File: config.mk
export PLATFORM = sky130hd
export DESIGN_NAME = carry_lookahead_adder_16bits
export DESIGN_NICKNAME = d
export VERILOG_FILES = /design/src/rtl/carry_lookahead_adder_16bits_pkg.sv /design/src/rtl/carry_lookahead_adder_4bits.sv /design/src/rtl/carry_lookahead_adder_16bits.sv
export SDC_FILE = /design/constraint.sdc
export NUM_CORES = 1
export LEC_CHECK = 0
export CAP_MARGIN = 10
export CORE_ASPECT_RATIO = 1.25
export CORE_MARGIN = 5
export CORE_UTILIZATION = 46
export CTS_BUF_LIST = sky130_fd_sc_hd__clkbuf_8
export DETAILED_ROUTE_END_ITERATION = 16
export PLACE_DENSITY = 0.95
export SKIP_CTS_REPAIR_TIMING = 1
export SYNTH_ARGS = -nofsm -noshare
export SYNTH_HDL_FRONTEND = slang
export SYNTH_SLANG_ARGS = --single-unit
File: constraint.sdc
create_clock -name clk -period 8 [get_ports clk]
set_input_delay 1.6 -clock clk [delete_from_list [all_inputs] [get_ports clk]]
set_output_delay 1.6 -clock clk [all_outputs]
set_load 0.01 [all_outputs]
File: src/rtl/carry_lookahead_adder_16bits_pkg.sv
// Shared sizing for the 16-bit two-level carry lookahead adder.
package carry_lookahead_adder_16bits_pkg;
  localparam int WIDTH = 16;
  localparam int GROUP = 4;
endpackage

File: src/rtl/carry_lookahead_adder_4bits.sv
// 4-bit lookahead group: fully expanded internal carries plus group P/G.
module carry_lookahead_adder_4bits
  import carry_lookahead_adder_16bits_pkg::*;
(
  input  logic [GROUP-1:0] in0,
  input  logic [GROUP-1:0] in1,
  input  logic             carry_in,
  output logic [GROUP-1:0] sum,
  output logic             PG,
  output logic             GG
);
  logic [GROUP-1:0] p;
  logic [GROUP-1:0] g;
  logic [GROUP-1:0] c;

  assign p = in0 ^ in1;
  assign g = in0 & in1;

  assign c[0] = carry_in;
  assign c[1] = g[0]
              | (p[0] & carry_in);
  assign c[2] = g[1]
              | (p[1] & g[0])
              | (p[1] & p[0] & carry_in);
  assign c[3] = g[2]
              | (p[2] & g[1])
              | (p[2] & p[1] & g[0])
              | (p[2] & p[1] & p[0] & carry_in);

  assign sum = p ^ c;
  assign PG  = &p;
  assign GG  = g[3]
             | (p[3] & g[2])
             | (p[3] & p[2] & g[1])
             | (p[3] & p[2] & p[1] & g[0]);
endmodule

File: src/rtl/carry_lookahead_adder_16bits.sv
// 16-bit adder: four lookahead groups, a second-level carry unit,
// and one output register stage.
module carry_lookahead_adder_16bits
  import carry_lookahead_adder_16bits_pkg::*;
(
  input  logic             clk,
  input  logic             rst,
  input  logic [WIDTH-1:0] in0,
  input  logic [WIDTH-1:0] in1,
  input  logic             carry_in,
  output logic [WIDTH-1:0] sum,
  output logic             PG,
  output logic             GG
);
  localparam int NGRP = WIDTH / GROUP;

  logic [NGRP-1:0]  gp;
  logic [NGRP-1:0]  gg;
  logic [NGRP-1:0]  gc;
  logic [WIDTH-1:0] sum_c;
  logic             pg_c;
  logic             gg_c;

  for (genvar i = 0; i < NGRP; i++) begin : g_grp
    carry_lookahead_adder_4bits u_grp (
      .in0      (in0[GROUP*i +: GROUP]),
      .in1      (in1[GROUP*i +: GROUP]),
      .carry_in (gc[i]),
      .sum      (sum_c[GROUP*i +: GROUP]),
      .PG       (gp[i]),
      .GG       (gg[i])
    );
  end

  // second-level lookahead: c4, c8, c12 straight from carry_in
  assign gc[0] = carry_in;
  assign gc[1] = gg[0]
               | (gp[0] & carry_in);
  assign gc[2] = gg[1]
               | (gp[1] & gg[0])
               | (gp[1] & gp[0] & carry_in);
  assign gc[3] = gg[2]
               | (gp[2] & gg[1])
               | (gp[2] & gp[1] & gg[0])
               | (gp[2] & gp[1] & gp[0] & carry_in);

  assign pg_c = &gp;
  assign gg_c = gg[3]
              | (gp[3] & gg[2])
              | (gp[3] & gp[2] & gg[1])
              | (gp[3] & gp[2] & gp[1] & gg[0]);

  always_ff @(posedge clk) begin
    if (rst) begin
      sum <= '0;
      PG  <= 1'b0;
      GG  <= 1'b0;
    end else begin
      sum <= sum_c;
      PG  <= pg_c;
      GG  <= gg_c;
    end
  end
endmodule

After elaboration in Yosys (flattened, before gate mapping)
Cells that the tools add are included.

word-level totals
  logic and storage cells = 135
  register bits after elaboration = 18
  input port bits = 35
  output and inout bits = 18

operators by class
  reduce and logical (&&, ||, !) cells = 5
  bitwise operators = 127

operators by type and width
  operator            number
  $and A1 B1 Y1       70
  $or A1 B1 Y1        45
  $xor A4 B4 Y4       8
  $and A4 B4 Y4       4
  $reduce_and A16 Y1  1
  $reduce_and A4 Y1   4

Longest topological paths before layout
Gate-level depths: netlist of run 1.

  depth after elaboration = 12
  gate-level depth with buffers = 10
  depth with buffers taken out = 10

Cells and area by module
Synthesis of run 1 repeated with hierarchy kept, for this count alone.

unflattened totals
  cell total of the unflattened synthesis = 135
  area total of the unflattened synthesis = 1,282.5 sq um

by module, submodules not included
  module                        area each (sq um)  cells an instance  instances  sequential area each (sq um)
  carry_lookahead_adder_4bits   182.7              22                 4          0.0
  carry_lookahead_adder_16bits  551.8              47                 1          360.3

Worst setup path after synthesis of run 1
OpenSTA, ideal clock, no wires.

  kind = input port to flip-flop
  from = input port in0[5]
  to = register sum[13]
  arrival time = 3.539 ns
  required time = 7.872 ns
  library setup time = 0.128 ns
  stages = 10
  slack = 4.333 ns
  path buffers = 0
  path through = ha_1 a21o_1 a21o_1 a21oi_2 nand2_1 a41o_1 a21o_1 fa_1 xnor2_1 nor2_1

on the way
  longest elaborated chain between the ends = 11
  elaborated cells on any way between the ends = 19
  those cells by class = bitwise: 18; reduce/logical: 1

RTL lines
  element                                         RTL line                                                              RTL
  start: declaration                              carry_lookahead_adder_16bits.sv:8                                     input logic [WIDTH-1:0] in0,
  $and A4 B4 Y4 or $xor A4 B4 Y4 (tied branches)  carry_lookahead_adder_4bits.sv:17, carry_lookahead_adder_4bits.sv:16
  $and A1 B1 Y1 (on tied branches)                carry_lookahead_adder_4bits.sv:34, carry_lookahead_adder_4bits.sv:35
  $or A1 B1 Y1 or $and A1 B1 Y1 (tied branches)   carry_lookahead_adder_4bits.sv:34, carry_lookahead_adder_4bits.sv:35
  $or A1 B1 Y1                                    carry_lookahead_adder_4bits.sv:35                                     | (p[3] & p[2] & p[1] & g[0]);
  $and A1 B1 Y1                                   carry_lookahead_adder_16bits.sv:43                                    | (gp[2] & gg[1])
  $or A1 B1 Y1                                    carry_lookahead_adder_16bits.sv:43
  $or A1 B1 Y1                                    carry_lookahead_adder_16bits.sv:44                                    | (gp[2] & gp[1] & gg[0])
  $or A1 B1 Y1 (*)                                carry_lookahead_adder_16bits.sv:45                                    | (gp[2] & gp[1] & gp[0] & carry_in);
  $and A1 B1 Y1 (*)                               carry_lookahead_adder_4bits.sv:21                                     | (p[0] & carry_in);
  $or A1 B1 Y1 (*)                                carry_lookahead_adder_4bits.sv:21
  $xor A4 B4 Y4 (*)                               carry_lookahead_adder_4bits.sv:30                                     assign sum = p ^ c;
  end signal: assignment                          carry_lookahead_adder_16bits.sv:59                                    sum <= sum_c;
  end: declaration                                carry_lookahead_adder_16bits.sv:11                                    output logic [WIDTH-1:0] sum,

Every way passes the cells marked *; elsewhere a longest branch is shown, timed or not.
A chain may end at the register's enable or synchronous reset.

Worst setup path in the final report of run 1
  from = input port in0[1]
  to = register sum[13]

on the way
  longest elaborated chain between the ends = 10
  elaborated cells on any way between the ends = 16
  those cells by class = bitwise: 15; reduce/logical: 1

RTL lines
  element                                         RTL line
  $and A4 B4 Y4 or $xor A4 B4 Y4 (tied branches)  carry_lookahead_adder_4bits.sv:17, carry_lookahead_adder_4bits.sv:16
  $and A1 B1 Y1 (on tied branches)                carry_lookahead_adder_4bits.sv:34, carry_lookahead_adder_4bits.sv:35
  $or A1 B1 Y1 or $and A1 B1 Y1 (tied branches)   carry_lookahead_adder_4bits.sv:34, carry_lookahead_adder_4bits.sv:35
  $or A1 B1 Y1                                    carry_lookahead_adder_4bits.sv:35
  $and A1 B1 Y1                                   carry_lookahead_adder_16bits.sv:44
  $or A1 B1 Y1                                    carry_lookahead_adder_16bits.sv:44
  $or A1 B1 Y1 (*)                                carry_lookahead_adder_16bits.sv:45
  $and A1 B1 Y1 (*)                               carry_lookahead_adder_4bits.sv:21
  $or A1 B1 Y1 (*)                                carry_lookahead_adder_4bits.sv:21
  $xor A4 B4 Y4 (*)                               carry_lookahead_adder_4bits.sv:30

Marked as above.

==> impl_metrics.tcl, run 1 <==
set metrics [dict create \
    power_uw 288 \
    cts_tree "built" \
    final_cell_mix "clkdlybuf4s50_1 (52), dfxtp_1 (18), nor2_1 (18), ha_1 (16), a21o_1 (8)" \
    area_delta_synth_final_pct 52.4 \
    num_antenna_cells 0 \
    grt_usage_pct 18.9 \
    first_iter_violations 17 \
    root_buffer "clkbuf_8" \
    cts_max_level 1 \
    path_clk_slew_ns 0.07 \
    cts_inserted_buffers 3 \
    seq_area_frac_synth_pct 31.0 \
    min_to "sum[0]" \
    ir_drop_mv 0.105 \
    wl_per_cell_um 15.1 \
    grt_pass1_wl_mm 4.98 \
    dieArea_um2 3640 \
    postSynthAreaPerCell_um2 9.54 \
    drv_cap 0 \
    grt_use_met3_pct 3.84 \
    synth.distinct_cells 33 \
    design.core.area_um2 2430 \
    status "finished, final reports clean" \
    finalHoldViolCount 0 \
    worstPathArrival_ns 4.16 \
    final_area_um2 1770 \
    drc 0 \
    syn_inst 122 \
    power.density_nw_per_um2 163 \
    crit_path_max_fanout 4 \
    busiest_layer "met2" \
    dp_hpwl_mm 2.63 \
    p_leak_nw 0.789 \
    ant_nets 0 \
    finalSetupViolCount 0 \
    period_needed_ns 4.04 \
    holdPathStages 4 \
    grtUsageMet2_pct 34.9 \
    worst-path-buf-inv 1 \
    met1_usage_pct 18.5 \
    min-delay-start "in1[0]" \
    crit_path_max_incr_delay_ns 0.42 \
    antenna_found_initial 0 \
    initial_core_util_pct 47.9 \
    hold_class "in -> reg" \
    grt_max_degree 22 \
    post_route_cells_drive_above_1_share_pct 6.82 \
    required_ns 8.12 \
    cp_top_family "adder cells" \
    worstSetupStartpointType "input port" \
    port_buffers 52 \
    grt_pass1_vias 1146 \
    ys_seq_elements 18 \
    routed_wl_mm 3.17 \
    syn_nets 177 \
    ioPinCount 53 \
    maxSlewViolCount 0 \
    end_kind "flip-flop" \
    period_share_pct 50.5 \
    rows 20 \
    slowest_stage "clkdlybuf4s50_1" \
    place.gp.congestion 0.796 \
    vias 1101 \
    ys_warn_count 0 \
    worstPathCellList "clkdlybuf4s50_1 -> ha_1 -> and3_4 -> and3_1 -> o21ai_1 -> nand2_1 -> a41o_1 -> a21o_1 -> fa_1 -> xnor2_1 -> nor2_1" \
    vias_per_cell 5.27 \
    worstMarginPinSlew_ns 0.735 \
    crit_type "in -> reg" \
    slew_headroom_pct 50.8 \
    syn_area_um2 1160 \
    grt_setup_unrepaired "false" \
    max_freq_mhz 248 \
    dieHeight_um 66.2 \
    die_w_um 55.0 \
    overflow 0 \
    ctsLongestPathBuffers 2 \
    place_area_um2 1720 \
    firstDrtPassIters 4 \
    final_common_cell "clkdlybuf4s50_1" \
    cts.sinks 18 \
    setup_tns_ns 0 \
    final_nets 232 \
]
## through the flow
stage	worst slack, ns	std cells	hold WS (ns)	util [%]
final	3.96	209	2.10	73.0
after global routing	3.89	209	2.15	73.0
after CTS	3.96	209	2.11	73.0
after detailed placement	3.70	205	2.34	70.8
after global placement	3.82	205	2.34	70.8
after floorplan	4.33	122	1.80	-
## logic make-up (layout without fill, tap and decap cells)
group / count (synthesis) / after routing / synth area share [%]
buffers and inverters: 7 / 61 / 2.26
xor gates and xnor gates: 10 / 10 / 7.53
adders and majority gates: 20 / 20 / 24.1
and+or+nand+nor: 39 / 39 / 15.9
DFF: 18 / 18 / 31.0
muxes: 4 / 4 / 4.41
AOI/OAI and AO/OA: 24 / 24 / 14.8
## where the power goes
group,internal (mW),switching [mW]
Sequential,0.101,0.00355
Combinational,0.0628,0.0466
Clock,0.0437,0.0304
Total,0.208,0.0806
## metal layers
metal | up-vias | wire (um)
met1 | 509 | 1110
met2 | 55 | 1650
met5 | - | 0
met4 | 0 | 88
met3 | 10 | 315
li1 | 527 | -
## cells in the mapped netlist, drive strengths merged
cell,number,area share [%]
inv,5,1.6
a41o,1,0.86
nand4,1,0.54
a211oi,1,0.65
a311oi,1,1.3
o22ai,1,0.54
nor2b,6,3.2
clkbuf,2,0.65
or2,1,0.54
and3,2,1.5
mux2i,1,0.86
xnor2,7,5.3
o21ai,2,0.86
nor2,18,5.8
a21oi,6,2.9
xor2,3,2.3
a31oi,1,0.54
mux2,3,3.5
o21bai,2,1.3
nor3,1,0.43
ha,16,17
nand2b,1,0.54
fa,4,6.9
a21o,9,5.9
dfxtp,18,31
or3,1,0.54
nand3,2,0.86
nand2,6,1.9
## sequential cells by signal, summed over array words and instances, names as in the netlist
name  cells
sum      16
GG        1
PG        1
## how the worst max path moves through the flow
stage / start / end / slack [ns] / depth (start not counted)
after floorplan: in0[5] / sum[13] / 4.33 / 10
after global placement: in0[5] / sum[13] / 3.82 / 11
after detailed placement: in0[5] / sum[13] / 3.70 / 11
after CTS: in0[1] / sum[13] / 3.96 / 11
after global routing: in0[5] / sum[13] / 3.89 / 11
final: in0[1] / sum[13] / 3.96 / 11
## layout make-up
type                            count  area [um^2]
Multi-Input combinational cell     97          777
Fill cell                         175          654
Timing Repair Buffer               52          520
Sequential cell                    18          360
Clock buffer                        4         55.1
Tap cell                           33         41.3
Inverter                            5         18.8
(Power assumes the default switching activity.)
==> run 2, diff against run 1 <==
--- a/config.mk
+++ b/config.mk
@@ -8,10 +8,10 @@
 export CAP_MARGIN = 10
 export CORE_ASPECT_RATIO = 1.25
 export CORE_MARGIN = 5
-export CORE_UTILIZATION = 46
+export CORE_UTILIZATION = 38
 export CTS_BUF_LIST = sky130_fd_sc_hd__clkbuf_8
 export DETAILED_ROUTE_END_ITERATION = 16
-export PLACE_DENSITY = 0.95
+export PLACE_DENSITY = 0.88
 export SKIP_CTS_REPAIR_TIMING = 1
 export SYNTH_ARGS = -nofsm -noshare
 export SYNTH_HDL_FRONTEND = slang
==> constraint.sdc (replaced) <==
create_clock -name clk -period 3.51 [get_ports clk]
set_input_delay 0.702 -clock clk [delete_from_list [all_inputs] [get_ports clk]]
set_output_delay 0.702 -clock clk [all_outputs]
set_load 0.01 [all_outputs]
==> impl_metrics.tcl, run 2 (synthesis gave the netlist of run 1 again) <==
set metrics [dict create \
    status "finished, final reports clean" \
    port_buffers 52 \
    final_nets 233 \
    regMostFlops "sum" \
    area_delta_synth_final_pct 52.2 \
    vias_per_cell 5.06 \
    drc 0 \
    firstDrtPassIters 4 \
    final_cell_mix "clkdlybuf4s50_1 (52), dfxtp_1 (18), nor2_1 (18), ha_1 (16), a21o_1 (8)" \
    p_leak_nw 0.786 \
    required_ns 3.64 \
    nFillCells 266 \
    seqCellArea_um2 360 \
    rows 22 \
    maxSlewViolCount 0 \
    grt_usage_pct 14.6 \
    fin_ws_ns 0.444 \
    largestRegisters "sum x16, GG x1, PG x1" \
    vias 1073 \
    ant_nets 0 \
    path_clk_slew_ns 0.06 \
    grt_setup_unrepaired "false" \
    period_share_pct 87.4 \
    worstMarginPinSlew_ns 0.356 \
    overflow 0 \
    dieHeight_um 71.9 \
    worstPathArrival_ns 3.20 \
    period_needed_ns 3.07 \
    cts_tree "built" \
    final_common_cell "clkdlybuf4s50_1" \
    setup_tns_ns 0 \
    routed_wl_mm 2.85 \
    initial_core_util_pct 39.5 \
    place_area_um2 1730 \
    post_route_cells_drive_above_1_share_pct 6.82 \
    die_w_um 59.5 \
    grt_max_degree 22 \
    cts_inserted_buffers 3 \
    hold_class "in -> reg" \
    largest_reg_flops 16 \
    place.gp.congestion 0.730 \
    antenna_found_initial 0 \
    grt_pass1_wl_mm 4.77 \
    min-delay-start "carry_in" \
    grt_pass1_vias 1162 \
    dpl_worst_slack_ns 0.184 \
    drv_cap 0 \
    holdPathStages 4 \
    final_area_um2 1770 \
    slew_headroom_pct 76.2 \
    cts_max_level 1 \
    ir_drop_mv 0.186 \
    end_kind "flip-flop" \
    ioPinCount 53 \
    dieArea_um2 4280 \
    num_antenna_cells 0 \
    multi_input_area_um2 777 \
    cts.sinks 18 \
    power_uw 625 \
    power.density_nw_per_um2 353 \
    min_to "sum[0]" \
    finalHoldViolCount 0 \
    design.core.area_um2 2950 \
    ctsLongestPathBuffers 2 \
    wl_per_cell_um 13.4 \
    finalSetupViolCount 0 \
    first_iter_violations 18 \
    final_util_pct 60.1 \
    root_buffer "clkbuf_8" \
    crit_type "in -> reg" \
    crit_path_max_fanout 4 \
    dp_hpwl_mm 2.46 \
    max_freq_mhz 326 \
    worstSetupStartpointType "input port" \
]
## run 2: routing by layer
layer	vias to the layer above	GRT usage [%]	part of all wire, %
met5	-	0	0
met4	0	9.11	2.5
met3	4	1.62	7.0
met2	38	28.4	56
met1	502	13.8	35
li1	529	-	-
## run 2: worst max-delay path: stages
cell and delay (ns):
clkdlybuf4s50_1 0.42, ha_1 0.34, a21o_1 0.19, a21o_1 0.20, a21oi_2 0.18, nand2_1 0.12
a41o_1 0.28, a21o_1 0.19, fa_1 0.37, xnor2_1 0.15, nor2_1 0.05
## run 2: how the worst max path moves through the flow
stage,startpoint,end,slack [ns],cells past startpoint
after global placement,in0[5],sum[13],0.24,11
after floorplan,in0[5],sum[13],0.74,10
final,in1[5],sum[13],0.44,11
after detailed placement,in0[5],sum[13],0.18,11
after CTS,in0[5],sum[13],0.44,11
after global routing,in0[5],sum[13],0.29,11
## run 2: report_power, final
part,leakage (nW),internal (mW),switching [mW]
sequential,0.150,0.230,0.00576
combinational,0.615,0.143,0.104
clock,0.0216,0.0762,0.0659
total,0.786,0.450,0.176
## run 2: area by class of cell
cell class / instances / share of cell area, %
Inverter: 5 / 1.06
Clock buffer: 3 / 2.33
Timing Repair Buffer: 53 / 29.8
Multi-Input combinational cell: 97 / 43.9
Tap cell: 36 / 2.54
Sequential cell: 18 / 20.4
## run 2: metrics by stage
step / cells / hold WS (ns)
floorplan: 122 / 0.902
global placement: 209 / 1.44
detailed placement: 209 / 1.44
CTS: 212 / 1.20
global route: 212 / 1.24
finish: 212 / 1.20
==> run 3, diff against run 2 <==
--- a/config.mk
+++ b/config.mk
@@ -13,6 +13,7 @@
 export DETAILED_ROUTE_END_ITERATION = 16
 export PLACE_DENSITY = 0.88
 export SKIP_CTS_REPAIR_TIMING = 1
+export SLEW_MARGIN = 20
 export SYNTH_ARGS = -nofsm -noshare
 export SYNTH_HDL_FRONTEND = slang
 export SYNTH_SLANG_ARGS = --single-unit
==> constraint.sdc (replaced) <==
create_clock -name clk -period 3.51 [get_ports clk]
set_input_delay 0.702 -clock clk [delete_from_list [all_inputs] [get_ports clk]]
set_output_delay 0.702 -clock clk [all_outputs]
set_load 0.05 [all_outputs]
==> results of run 3 <==
The final DEF is identical to that of run 2. Status: finished, final reports clean.
Main changes from that run: total power 0.625 mW -> 0.704 mW; worst IR drop on VDD 0.186 mV -> 0.221 mV
